## src/rtl/vpu_clk_switch_ctrl.sv

```systemverilog
// vpu_clk_switch_ctrl
//   Drives the vpu clock divider and changes its divide ratio without glitches.
//   A new setting first drains to the end of the current low phase. The output is
//   then held low for QUIESCE_CYC cycles, the new ratio is loaded, and the output
//   stays low for SETTLE_CYC more cycles. After that the clock restarts, or stays
//   off if the new setting disables it.
//
// Ports
//   CRCU_CLK        source clock, sole clock domain
//   CRCU_RST_N      asynchronous active-low reset
//   cfg_valid       one-cycle strobe, control register written
//   cfg_sel[2:0]    frequency select (000:/12, 001:/3, 010:/2, others rejected)
//   cfg_clk_en      clock enable
//   cfg_gate        clock gate (1 = gated)
//   cfg_ready       a new config can be accepted (OFF or RUN)
//   vpu_clk         registered divided clock
//   vpu_clk_active  high while in RUN
//   cur_sel[2:0]    select currently applied
//   switch_done     one-cycle pulse in the first cycle after a switch
//   cfg_err         one-cycle pulse after an unsupported select is accepted
module vpu_clk_switch_ctrl #(
  parameter int unsigned QUIESCE_CYC = 4,
  parameter int unsigned SETTLE_CYC  = 2,
  parameter int unsigned CNT_W       = 4
) (
  input  logic       CRCU_CLK,
  input  logic       CRCU_RST_N,
  input  logic       cfg_valid,
  input  logic [2:0] cfg_sel,
  input  logic       cfg_clk_en,
  input  logic       cfg_gate,
  output logic       cfg_ready,
  output logic       vpu_clk,
  output logic       vpu_clk_active,
  output logic [2:0] cur_sel,
  output logic       switch_done,
  output logic       cfg_err
);

  typedef enum logic [2:0] {
    S_OFF,
    S_RUN,
    S_DRAIN,
    S_QUIESCE,
    S_SETTLE
  } state_t;

  state_t           state, state_nxt;
  logic [CNT_W-1:0] cnt, cnt_nxt, cnt_last, cnt_half;
  logic [3:0]       phase, phase_nxt;
  logic [2:0]       lat_sel;
  logic             lat_en, lat_gate;
  logic             accept, sel_ok, take;
  logic             q_last, s_last, run_ok;
  logic             vpu_clk_nxt;

  assign accept = cfg_valid && cfg_ready;
  assign sel_ok = (cfg_sel <= 3'd2);
  assign take   = accept && sel_ok;
  assign q_last = (phase == 4'(QUIESCE_CYC - 1));
  assign s_last = (phase == 4'(SETTLE_CYC - 1));
  assign run_ok = lat_en && !lat_gate;

  // The divide ratio comes from the applied select. It changes only in QUIESCE,
  // where the output is held low anyway.
  always_comb begin
    cnt_last = CNT_W'(11);
    cnt_half = CNT_W'(6);
    case (cur_sel)
      3'b001: begin
        cnt_last = CNT_W'(2);
        cnt_half = CNT_W'(1);
      end
      3'b010: begin
        cnt_last = CNT_W'(1);
        cnt_half = CNT_W'(1);
      end
      default: begin
        cnt_last = CNT_W'(11);
        cnt_half = CNT_W'(6);
      end
    endcase
  end

  // State register
  always_ff @(posedge CRCU_CLK or negedge CRCU_RST_N) begin
    if (!CRCU_RST_N) state <= S_OFF;
    else             state <= state_nxt;
  end

  // Next-state logic
  always_comb begin
    state_nxt = state;
    case (state)
      S_OFF:     if (take) state_nxt = S_QUIESCE;
      S_RUN:     if (take) state_nxt = S_DRAIN;
      S_DRAIN:   if (cnt == cnt_last) state_nxt = S_QUIESCE;
      S_QUIESCE: if (q_last) state_nxt = S_SETTLE;
      S_SETTLE:  if (s_last) state_nxt = run_ok ? S_RUN : S_OFF;
      default:   state_nxt = S_OFF;
    endcase
  end

  // Output logic decoded from the state
  always_comb begin
    cfg_ready      = (state == S_OFF) || (state == S_RUN);
    vpu_clk_active = (state == S_RUN);
  end

  // The counter and clock for the next cycle are computed together. This lets
  // vpu_clk be a flop that already matches cnt in the first cycle of RUN.
  always_comb begin
    cnt_nxt   = cnt;
    phase_nxt = '0;
    case (state)
      S_RUN, S_DRAIN: cnt_nxt = (cnt == cnt_last) ? '0 : cnt + CNT_W'(1);
      S_QUIESCE: begin
        phase_nxt = q_last ? '0 : phase + 4'd1;
        if (q_last) cnt_nxt = '0;
      end
      S_SETTLE: phase_nxt = s_last ? '0 : phase + 4'd1;
      default: begin
        cnt_nxt   = cnt;
        phase_nxt = '0;
      end
    endcase
    vpu_clk_nxt = ((state_nxt == S_RUN) || (state_nxt == S_DRAIN)) && (cnt_nxt < cnt_half);
  end

  always_ff @(posedge CRCU_CLK or negedge CRCU_RST_N) begin
    if (!CRCU_RST_N) begin
      cnt         <= '0;
      phase       <= '0;
      vpu_clk     <= 1'b0;
      cur_sel     <= '0;
      lat_sel     <= '0;
      lat_en      <= 1'b0;
      lat_gate    <= 1'b0;
      switch_done <= 1'b0;
      cfg_err     <= 1'b0;
    end else begin
      cnt         <= cnt_nxt;
      phase       <= phase_nxt;
      vpu_clk     <= vpu_clk_nxt;
      switch_done <= (state == S_SETTLE) && s_last;
      cfg_err     <= accept && !sel_ok;
      if (take) begin
        lat_sel  <= cfg_sel;
        lat_en   <= cfg_clk_en;
        lat_gate <= cfg_gate;
      end
      if ((state == S_QUIESCE) && q_last) cur_sel <= lat_sel;
    end
  end

endmodule

```

## config.mk

```make
export PLATFORM = sky130hd
export DESIGN_NAME = vpu_clk_switch_ctrl
export DESIGN_NICKNAME = d
export VERILOG_FILES = /design/src/rtl/vpu_clk_switch_ctrl.sv
export SDC_FILE = /design/constraint.sdc
export NUM_CORES = 1
export LEC_CHECK = 0
export BUFFER_PORTS_ARGS = -buffer_cell sky130_fd_sc_hd__buf_4
export CAP_MARGIN = 30
export CORE_MARGIN = 10
export CORE_UTILIZATION = 55
export CTS_BUF_LIST = sky130_fd_sc_hd__clkbuf_2
export DETAILED_ROUTE_END_ITERATION = 10
export GPL_ROUTABILITY_DRIVEN = 0
export GPL_TIMING_DRIVEN = 0
export PLACE_DENSITY = 0.74
export SLEW_MARGIN = 20
export SYNTH_ARGS = -nofsm -noshare
export SYNTH_HDL_FRONTEND = slang
export SYNTH_SLANG_ARGS = --single-unit
```

## constraint.sdc

```tcl
create_clock -name CRCU_CLK -period 2.94 [get_ports CRCU_CLK]
set_clock_uncertainty 0.1 [all_clocks]
set_input_delay 0.147 -clock CRCU_CLK [delete_from_list [all_inputs] [get_ports CRCU_CLK]]
set_output_delay 0.147 -clock CRCU_CLK [all_outputs]
set_load 0.02 [all_outputs]
```

======== Word level (Yosys, flattened, before mapping) ========
Index checks and enable logic that the tools add are counted.
W data, S select, Z words.
operators by class
  magnitude comparators ................... 2
  add/subtract/negate cells ............... 2
  equal/unequal tests ..................... 11
  mux-type cells .......................... 15
  reductions and logical operators ........ 14
operators by type and width
  cell                   count
  $pmux W4 S2            3
  $mux W3                6
  $mux W4                4
  $pmux W3 S5            1
  $eq A3 B2 Y1 const B   4
  $eq A3 B1 Y1 const B   3
  $add A4 B1 Y4 const B  2
  $logic_and A1 B1 Y1    7
  $eq A4 B1 Y1 const B   1
  $eq A4 B2 Y1 const B   1
  $eq A4 B4 Y1           1
  $lt A4 B4 Y1           1
  $reduce_or A2 Y1       2
  $eq A3 B3 Y1 const B   1
  $le A3 B2 Y1 const B   1
  $logic_not A3 Y1       1
  $logic_not A1 Y1       2
  $logic_or A1 B1 Y1     2
  $mux W1                1
word-level totals
  register bits after elaboration ......... 22
  output and inout port bits .............. 8
  word-level logic and storage cells ...... 54
  input bits .............................. 8

======== Depth between registers and ports, before layout ========
Gate-level depths: netlist of run 1.
  word-level depth ........................ 9
  mapped depth ............................ 10

======== Worst setup path before layout of run 1 ========
OpenSTA, ideal clock, no wires.
  kind .................................... flip-flop to flip-flop
  start ................................... reg cur_sel[0]
  end ..................................... reg vpu_clk
  path slack .............................. 344 ps
  stages on the path, launching flop included .. 10
  arrival time ............................ 2401 ps
  path buffers ............................ 0
  period minus slack after synthesis ...... 2596 ps
  path through ............................ dfrtp_1 > xnor2_1 > or3_1 > a221o_1 > and2_4 > a22o_1 > ha_1 > nor3_1 > a31oi_1 > nor4b_2
between the ends
  elaborated cells between the ends (all ways) .. 15
RTL lines
  what                                                 line  source
  from (decl)                                          35    output logic [2:0] cur_sel,
  from (signal assigned)                               152   if ((state == S_QUIESCE) && q_last) cur_sel <= lat_sel;
  $eq A3 B2 Y1 / $eq A3 B1 Y1 (equally long branches)  69    case (cur_sel)
  $pmux W4 S2 (*)                                      69
  $eq A4 B4 Y1 (*)                                     116   S_RUN, S_DRAIN: cnt_nxt = (cnt == cnt_last) ? '0 : cnt + CNT_W'(1);
  $mux W4 (*)                                          116
  $pmux W4 S2 (*)                                      115   case (state)
  via cnt_nxt[1]                                       49    logic [CNT_W-1:0] cnt, cnt_nxt, cnt_last, cnt_half;
  $lt A4 B4 Y1 (*)                                     127   vpu_clk_nxt = ((state_nxt == S_RUN) || (state_nxt == S_DRAIN)) && (cnt_nxt < cnt_half);
  $logic_and A1 B1 Y1 (*)                              127
  via vpu_clk_nxt                                      55    logic vpu_clk_nxt;
  to (signal assigned)                                 144   vpu_clk <= vpu_clk_nxt;
  to (decl)                                            33    output logic vpu_clk,
Mark *: on every way through the listed nets, which the timed path passes. The rest lies on a longest branch.
A chain may end at the register's enable or synchronous reset.

======== Final worst setup path of run 1 ========
  start ................................... reg cur_sel[1]
  end ..................................... reg vpu_clk
Same word-level chain as after synthesis.

==> results of run 1 <==
==> cells in the mapped netlist, types with 2 or more instances <==
| master | n |
|---|---|
| a21oi_1 | 5 |
| a22o_1 | 2 |
| and2_1 | 2 |
| dfrtp_1 | 22 |
| ha_1 | 6 |
| inv_1 | 3 |
| mux2_2 | 8 |
| nand2_1 | 9 |
| nand3_1 | 7 |
| nand3b_1 | 2 |
| nor2_1 | 11 |
| nor4bb_1 | 2 |
| o21ai_0 | 4 |
| or3b_2 | 2 |
| xnor2_1 | 4 |
==> state kept, by name, summed over array words and instances, names as in the netlist <==
name	flops
lat_en	1
vpu_clk	1
lat_sel	3
cur_sel	3
lat_gate	1
cfg_err	1
switch_done	1
state	3
phase	4
cnt	4
==> routing by layer <==
layer  track usage (%)  vias to the layer above  part of all wire, %  wire length (microns)
li1                  -                      441                    -                      -
met2              20.5                       24                   53                   1270
met5                 0                        -                    0                      0
met1              13.3                      434                   41                    993
met3              3.90                        2                  5.4                    130
met4              3.21                        0                 0.33                      8
==> power breakdown <==
part / internal [W] / total [W] / leakage [nW] / switching, W
clock: 0.0000296 / 0.000116 / 0.0140 / 0.0000865
sequential: 0.000382 / 0.000453 / 0.287 / 0.0000703
combinational: 0.000235 / 0.000497 / 0.337 / 0.000261
total: 0.000647 / 0.00107 / 0.638 / 0.000418
==> worst max-delay path by stage <==
stage	from	end	cells after the start
4_1_cts	cur_sel[1]$_DFFE_PN0P_	vpu_clk$_DFF_PN0_	9
3_3_place_gp	cur_sel[1]$_DFFE_PN0P_	vpu_clk$_DFF_PN0_	9
6_report	cur_sel[1]$_DFFE_PN0P_	vpu_clk$_DFF_PN0_	9
3_5_place_dp	cur_sel[1]$_DFFE_PN0P_	vpu_clk$_DFF_PN0_	9
5_1_grt	cur_sel[1]$_DFFE_PN0P_	vpu_clk$_DFF_PN0_	9
2_1_floorplan	cur_sel[0]$_DFFE_PN0P_	vpu_clk$_DFF_PN0_	9
==> cell type report <==
| class | count | area, sq um | area share, % |
|---|---|---|---|
| clock inverters | 1 | 3.75 | 0.274 |
| flip-flops and latches | 22 | 551 | 40.2 |
| multi-input cells | 80 | 569 | 41.6 |
| repair buffers | 22 | 183 | 13.3 |
| well taps | 27 | 33.8 | 2.47 |
| inverters | 3 | 11.3 | 0.822 |
| plain buffers | 1 | 3.75 | 0.274 |
| clock buffers | 3 | 15.0 | 1.10 |
==> per-stage QoR <==
step	cell area [sq um]	total power (W)	hold WS (ns)
after global placement	1280	0.000923	-0.0522
after CTS	1370	0.00106	0.117
final	1370	0.00107	0.121
after floorplan	1130	0.000806	-0.249
after detailed placement	1280	0.000939	-0.0519
after global routing	1370	0.00114	0.102
==> cells by family after synthesis <==
group                      Yosys count
xor gates and xnor gates             5
muxes                                8
AOI/OAI and AO/OA                   20
adders and majority gates            6
and+or+nand+nor                     41
buffers and inverters                4
DFF                                 22
==> timing repair <==
action | 4_1_cts | 5_1_grt
gates resized for setup | 0 | 0
endpoints found under the hold margin | 27 | 0
hold buffers | 7 | 0
setup buffers | 0 | 0
==> worst max-delay path, delay by kind of cell (launching register included) <==
kind                       cells  cell delay, ns
AOI/OAI and AO/OA              3            0.74
xor gates and xnor gates       1            0.20
and+or+nand+nor                4            0.91
adders and majority gates      1            0.19
DFF                            1            0.47
==> reports/metrics.csv, run 1 <==
metric,value,unit
period_share,91.6,%
synth_warnings,0,
cts_max_path_buffers,2,
synthCells,106,
p_leak,0.638,nW
die_x,65.4,microns
ys_seq_area_share,48.5,%
antenna_found_initial,0,
syn-num-nets,120,
htree_levels,1,
start_kind,flip-flop,
hold_viol_final,0,
p_per_area,778,nW/um^2
yosys_most_used_dff,dfrtp_1,
cp_slowest_cell,dfrtp_1,
synth_top_area_cell,dfrtp_1,
slew_headroom,77.3,%
stdcell_count,159,
final.setup.worst_slack,0.248,ns
port_buffers,15,
num_vias,901,
cts_tree,built,
critPathKind,flip-flop to flip-flop,
viasPerCell,5.67,
synthMuxAreaShare,7.94,%
ir_worst_vdd,0.487,mV
synth_compound_area_share,11.9,%
synth-adder-area-share,6.62,%
dp_hpwl,1810,microns
die-area,4280,sq um
clkLatencyLatePin,0.31,ns
fp-row-count,16,
critical_path_arrival,2.83,ns
drt-pass1-iter-count,4,
max_stage_delay,0.47,ns
worst-path-max-fanout,5,
rrSetupSlack,0.25,ns
drt-total-wl,2400,microns
drv_slew,0,
synth_seq_cells,22,
outcome,"complete, no violations",
synth.top_cell.area_share,48.5,%
finalSetupTns,0,ns
grt_pass1_vias,867,
cp-end-kind,flip-flop,
fin_crit,2.69,ns
clkSlewWorstSetupHoldPaths,0.19,ns
area_growth,20.7,%
ioPinCount,16,
grt_usage,11.8,%
cts_sinks,22,
setup_viol,0,
r2r_start,cur_sel[1]$_DFFE_PN0P_,
fp.dieH,65.4,microns
hold_path_class,primary input to asynchronous set/reset pin,
grt_pass1_wl,4030,microns
yosysUniqueCellTypes,32,
worst_pin_slew,0.340,ns
postSynth.asyncResetShare,100,%
synth.avg_cell_area,10.7,sq um
wl_per_cell,15.1,microns
numCtsBuffers,3,
maxCapViolCount,0,
start_util,57.8,%
synthXorXnorAreaFrac,3.86,%
grt_max_degree,23,
dp_worst_setup_slack,0.287,ns
path_cells,xnor2_1 > or3_1 > a221o_1 > and2_4 > a22o_1 > ha_1 > nor3_1 > a31oi_1 > nor4b_2,
rsz0062_at_grt,no,
drive_above_1_share,22.7,%
yosys.area_share.simple,19.8,%
drc,0,
reg2reg_depth,9,
overflow,0,
synth_top_family_by_area,simple AND/OR/NAND/NOR gates,
antenna_left,0,
critical_path_required,3.08,ns
finalNetCount,147,
synth.area.top_cells,"dfrtp_1, mux2_2, ha_1",
nFillCells,158,
final_common_cell,dfrtp_1,
coreArea,1960,sq um
dp.cells,148,
drtIter0Drc,39,
synth_edf_count,0,
n_antenna_cell,0,
fmax,372,MHz
cts-root-buf,clkbuf_2,
r2r_end,vpu_clk$_DFF_PN0_,
final_cell_mix,"dfrtp_1, buf_4, nor2_1, nand2_1, mux2_2",
syn_area,1130,sq um
postLayoutCoreUtil,69.8,%
Note: power is estimated with default switching activity, not from simulation.
==> run 2, diff against run 1 <==
--- a/config.mk
+++ b/config.mk
@@ -5,15 +5,14 @@
 export SDC_FILE = /design/constraint.sdc
 export NUM_CORES = 1
 export LEC_CHECK = 0
-export BUFFER_PORTS_ARGS = -buffer_cell sky130_fd_sc_hd__buf_4
 export CAP_MARGIN = 30
-export CORE_MARGIN = 10
 export CORE_UTILIZATION = 55
 export CTS_BUF_LIST = sky130_fd_sc_hd__clkbuf_2
 export DETAILED_ROUTE_END_ITERATION = 10
+export DONT_BUFFER_PORTS = 1
 export GPL_ROUTABILITY_DRIVEN = 0
 export GPL_TIMING_DRIVEN = 0
-export PLACE_DENSITY = 0.74
+export PLACE_DENSITY = 0.67
 export SLEW_MARGIN = 20
 export SYNTH_ARGS = -nofsm -noshare
 export SYNTH_HDL_FRONTEND = slang
==> reports/metrics.csv, run 2 (same netlist as run 1, synthesis figures left out) <==
metric,value,unit,change
num_vias,850,,-5.7%
final_cell_mix,"dfrtp_1, nor2_1, nand2_1, mux2_2",,
fp-row-count,16,,unchanged
worst_pin_slew,0.591,ns,+0.251 ns
dp_worst_setup_slack,0.151,ns,-0.136 ns
hold_path_class,primary input to flip-flop,,
n_antenna_cell,0,,unchanged
finalSetupTns,0,ns,unchanged
htree_levels,1,,unchanged
critical_path_arrival,2.90,ns,+0.07 ns
coreArea,1940,sq um,-1.0%
antenna_left,0,,unchanged
top_regs,"cnt: 4 flops, phase: 4 flops",,
worst-path-max-fanout,5,,unchanged
maxCapViolCount,0,,unchanged
wl_per_cell,15.4,microns,+2.2%
drive_above_1_share,16.9,%,-5.8 points
grt_max_degree,23,,unchanged
period_share,93.4,%,+1.8 points
rrSetupSlack,0.19,ns,-0.05 ns
switching_share,40.0,%,+0.73 points
outcome,"complete, no violations",,
numCtsBuffers,3,,unchanged
final_common_cell,dfrtp_1,,
clkLatencyLatePin,0.32,ns,about the same
slew_headroom,60.4,%,-17 points
drt-pass1-iter-count,4,,unchanged
hold_viol_final,0,,unchanged
setup_viol,0,,unchanged
p_sw,0.000412,W,-1.5%
cp-end-kind,flip-flop,,
finalNetCount,133,,-9.5%
start_kind,flip-flop,,
overflow,0,,unchanged
critical_path_required,3.09,ns,about the same
post_cts_buffers,0,,unchanged
final.setup.worst_slack,0.195,ns,-0.0535 ns
grt_pass1_wl,3420,microns,-15%
cell_internal_pwr,0.000619,W,-4.4%
p_leak,0.569,nW,-11%
drv_slew,0,,unchanged
clkSlewWorstSetupHoldPaths,0.20,ns,about the same
whs,0.0561,ns,-0.0650 ns
cts_tree,built,,
antenna_found_initial,0,,unchanged
start_util,58.4,%,+0.60 points
ir_worst_vdd,0.519,mV,+6.5%
rsz0062_at_grt,no,,
reg2reg_depth,9,,unchanged
fmax,364,MHz,-1.9%
r2r_start,cur_sel[0]$_DFFE_PN0P_,,
p_per_area,807,nW/um^2,+3.7%
stdcell_count,145,,-8.8%
die-area,2250,sq um,-47%
critPathKind,flip-flop to flip-flop,,
viasPerCell,5.86,,+3.4%
r2r_end,vpu_clk$_DFF_PN0_,,
combPwrFrac,43.0,%,-3.6 points
port_buffers,0,,-15
nFillCells,159,,+0.63%
fp.dieH,47.4,microns,-28%
drc,0,,unchanged
startpoint,cur_sel[0]$_DFFE_PN0P_,,
grt_pass1_vias,783,,-9.7%
p_seq_share,45.4,%,+2.9 points
cts_sinks,22,,unchanged
dp.cells,133,,-10%
fin_crit,2.75,ns,+0.0535 ns
cts-root-buf,clkbuf_2,,
area_growth,12.6,%,
crit_end,vpu_clk$_DFF_PN0_,,
drtIter0Drc,14,,-64%
dp_hpwl,1570,microns,-13%
die_x,47.4,microns,-28%
drt-total-wl,2240,microns,-6.8%
cts_max_path_buffers,2,,unchanged
clockPowerShare,11.6,%,+0.7 points
ioPinCount,16,,unchanged
grt_usage,22.3,%,+11 points
run 2: cell count changes in the layout (fill, tap and decap cells not counted), sizes merged:
cell / before / now
buf: 15 / 1
run 2: per-layer routing:
| metal | global-route usage (%) | part of all wire (%) | vias to the layer above |
|---|---|---|---|
| li1 | - | - | 415 |
| met1 | 28.1 | 45 | 417 |
| met2 | 37.5 | 51 | 16 |
| met3 | 5.28 | 3.8 | 2 |
| met4 | 7.43 | 0.49 | 0 |
| met5 | 0 | 0 | - |
run 2: worst max-delay path, cell delays in order (launching register included):
cell	delay [ns]
dfrtp_2	0.53
xnor2_2	0.20
or3_1	0.33
a221o_1	0.37
and2_4	0.17
a22o_1	0.24
ha_1	0.21
nor3_2	0.18
a31oi_1	0.12
nor4b_2	0.22
run 2: timing repair:
| action | in CTS | in global routing |
|---|---|---|
| hold endpoints to repair | 27 | 22 |
| gates resized for setup | 0 | 5 |
| endpoints found under the setup margin | 0 | 1 |
| hold buffers | 7 | 1 |
run 2: layout make-up:
class	instances	area (sq um)	area share [%]
plain buffers	1	3.75	0.294
repair buffers	8	75.1	5.88
inverters	3	11.3	0.881
flip-flops and latches	22	553	43.3
clock buffers	3	15.0	1.18
well taps	27	33.8	2.64
clock inverters	1	3.75	0.294
multi-input cells	80	582	45.5
run 2: worst min path at each step:
stage	slack (ns)	cells after the start	start	end
after floorplan	-0.25	0	CRCU_RST_N	cfg_err$_DFF_PN0_
after global placement	-0.25	0	CRCU_RST_N	vpu_clk$_DFF_PN0_
after detailed placement	-0.25	0	CRCU_RST_N	vpu_clk$_DFF_PN0_
after CTS	0.06	4	cfg_valid	state[0]$_DFF_PN0_
after global routing	0.06	4	cfg_valid	state[0]$_DFF_PN0_
final	0.06	4	cfg_valid	state[0]$_DFF_PN0_
run 2: power groups by stage:
stage	registers (W)	logic, W	clock network, W
6_report	0.000468	0.000443	0.000120
5_1_grt	0.000485	0.000496	0.000132
4_1_cts	0.000467	0.000440	0.000120
3_5_place_dp	0.000473	0.000421	0
3_3_place_gp	0.000467	0.000413	0
2_1_floorplan	0.000450	0.000356	0
run 2: per-stage QoR:
stage	total power, W	area (sq um)	util (%)
after global routing	0.00111	1280	65.8
after global placement	0.000880	1170	60.2
final	0.00103	1280	65.8
after detailed placement	0.000893	1170	60.2
after CTS	0.00103	1260	64.8
after floorplan	0.000806	1130	-
==> run 3, diff against run 2 <==
--- a/config.mk
+++ b/config.mk
@@ -6,6 +6,7 @@
 export NUM_CORES = 1
 export LEC_CHECK = 0
 export CAP_MARGIN = 30
+export CORE_ASPECT_RATIO = 1.1
 export CORE_UTILIZATION = 55
 export CTS_BUF_LIST = sky130_fd_sc_hd__clkbuf_2
 export DETAILED_ROUTE_END_ITERATION = 10
==> reports/metrics.csv, run 3 (same netlist as run 1, synthesis figures left out) <==
metric,value,unit,change
outcome,"complete, no violations",,
grt_usage,20.0,%,-2.2 points
fin_crit,2.77,ns,+0.0239 ns
wl_per_cell,13.7,microns,-11%
final.setup.worst_slack,0.171,ns,-0.0239 ns
fmax,361,MHz,-0.86%
dp_worst_setup_slack,0.158,ns,+0.00671 ns
cts_tree,built,,
max_stage_delay,0.52,ns,about the same
p_per_area,797,nW/um^2,-1.2%
dp_hpwl,1460,microns,-6.9%
worst-path-max-fanout,5,,unchanged
grt_pass1_vias,801,,+2.3%
drtIter0Drc,15,,+1
cts-root-buf,clkbuf_2,,
post_cts_buffers,0,,unchanged
setup_viol,0,,unchanged
cp-end-kind,flip-flop,,
critPathKind,flip-flop to flip-flop,,
area_growth,11.1,%,
die_x,45.3,microns,-4.5%
n_antenna_cell,0,,unchanged
path_buf_inv,0,,unchanged
cts_sinks,22,,unchanged
fp-row-count,16,,unchanged
num_vias,834,,-1.9%
viasPerCell,5.79,,-1.2%
die-area,2250,sq um,about the same
numCtsBuffers,3,,unchanged
finalSetupTns,0,ns,unchanged
cts_max_path_buffers,2,,unchanged
rsz0062_at_grt,no,,
finalNetCount,133,,unchanged
worst_pin_slew,0.588,ns,-0.00313 ns
final_common_cell,dfrtp_1,,
drc,0,,unchanged
ir_worst_vdd,0.518,mV,-0.15%
maxCapViolCount,0,,unchanged
grt_pass1_wl,3340,microns,-2.4%
hold_viol_final,0,,unchanged
antenna_left,0,,unchanged
nFillCells,157,,-1.3%
critical_path_required,3.07,ns,-0.02 ns
top_regs,"cnt: 4 flops, phase: 4 flops",,
slew_headroom,60.7,%,+0.21 points
cp_slowest_cell,dfrtp_2,,
htree_levels,1,,unchanged
path_cells,xnor2_1 > or3_1 > a221o_1 > and2_4 > a22o_1 > ha_1 > nor3_1 > a31oi_1 > nor4b_2,,
start_kind,flip-flop,,
p_leak,0.562,nW,-1.3%
grt_max_degree,23,,unchanged
cp_top_family,simple AND/OR/NAND/NOR gates,,
critical_path_arrival,2.89,ns,about the same
start_util,61.0,%,+2.5 points
ioPinCount,16,,unchanged
drt-total-wl,1980,microns,-12%
antenna_found_initial,0,,unchanged
clkLatencyLatePin,0.30,ns,-0.02 ns
drv_slew,0,,unchanged
overflow,0,,unchanged
clkSlewWorstSetupHoldPaths,0.18,ns,-0.02 ns
coreArea,1860,sq um,-4.1%
fp.dieH,49.6,microns,+4.7%
drt-pass1-iter-count,4,,unchanged
drive_above_1_share,15.4,%,-1.6 points
port_buffers,0,,unchanged
period_share,94.2,%,+0.81 points
hold_path_class,primary input to flip-flop,,
final_cell_mix,"dfrtp_1, nor2_1, nand2_1, mux2_2",,
==> run 3: area by class of cell <==
cell class / instances / area [sq um] / share of cell area [%]
Buffer: 1 / 3.75 / 0.298
Clock buffer: 3 / 15.0 / 1.19
Inverter: 3 / 11.3 / 0.893
Multi-Input combinational cell: 80 / 569 / 45.1
Sequential cell: 22 / 553 / 43.8
Tap cell: 27 / 33.8 / 2.68
Timing Repair Buffer: 8 / 75.1 / 5.95
==> run 3: tightest hold or removal path, stage by stage <==
cell	delay, ns
nand2_1	0.06
xnor2_1	0.11
a21oi_1	0.09
o21ai_0	0.07
==> run 3: power breakdown <==
group | internal [W] | switching [W] | leakage, nW | total, W
combinational | 0.000202 | 0.000231 | 0.265 | 0.000433
clock | 0.0000278 | 0.0000814 | 0.0125 | 0.000109
sequential | 0.000382 | 0.0000809 | 0.284 | 0.000463
==> run 3: repair_timing <==
item                                    CTS  global route
endpoints found under the setup margin    0             1
gates resized for setup                   0             2
hold buffers                              7             1
hold endpoints to repair                 27            22
==> run 3: stage by stage <==
step	utilization, %	instances	cell area [sq um]	hold WS, ns	power (W)
6_report	67.7	144	1260	0.0925	0.00101
5_1_grt	67.7	144	1260	0.0841	0.00109
4_1_cts	67.3	143	1250	0.0806	0.00101
3_5_place_dp	62.8	133	1170	-0.248	0.000887
3_3_place_gp	62.8	133	1170	-0.248	0.000872
2_1_floorplan	-	106	1130	-0.249	0.000806
==> run 3: layer usage <==
layer  GRT usage (%)  vias up  wire, microns
li1                -      409              -
met1            28.4      411            979
met2            31.6       14            953
met3            3.30        0             45
met4            4.55        0              0
met5               0        -              0
==> run 3: final timing paths <==
check / startpoint / end / slack, ns / cells past startpoint
min reg2reg: lat_sel[2]$_DFFE_PN0P_ / lat_sel[2]$_DFFE_PN0P_ / 0.42 / 1
max reg2reg: cur_sel[0]$_DFFE_PN0P_ / vpu_clk$_DFF_PN0_ / 0.17 / 9
min in group asynchronous: CRCU_RST_N / cnt[1]$_DFF_PN0_ / 0.20 / 2
min: cfg_valid / state[0]$_DFF_PN0_ / 0.09 / 4
max: cur_sel[0]$_DFFE_PN0P_ / vpu_clk$_DFF_PN0_ / 0.17 / 9
max in group asynchronous: CRCU_RST_N / cur_sel[1]$_DFFE_PN0P_ / 2.20 / 2
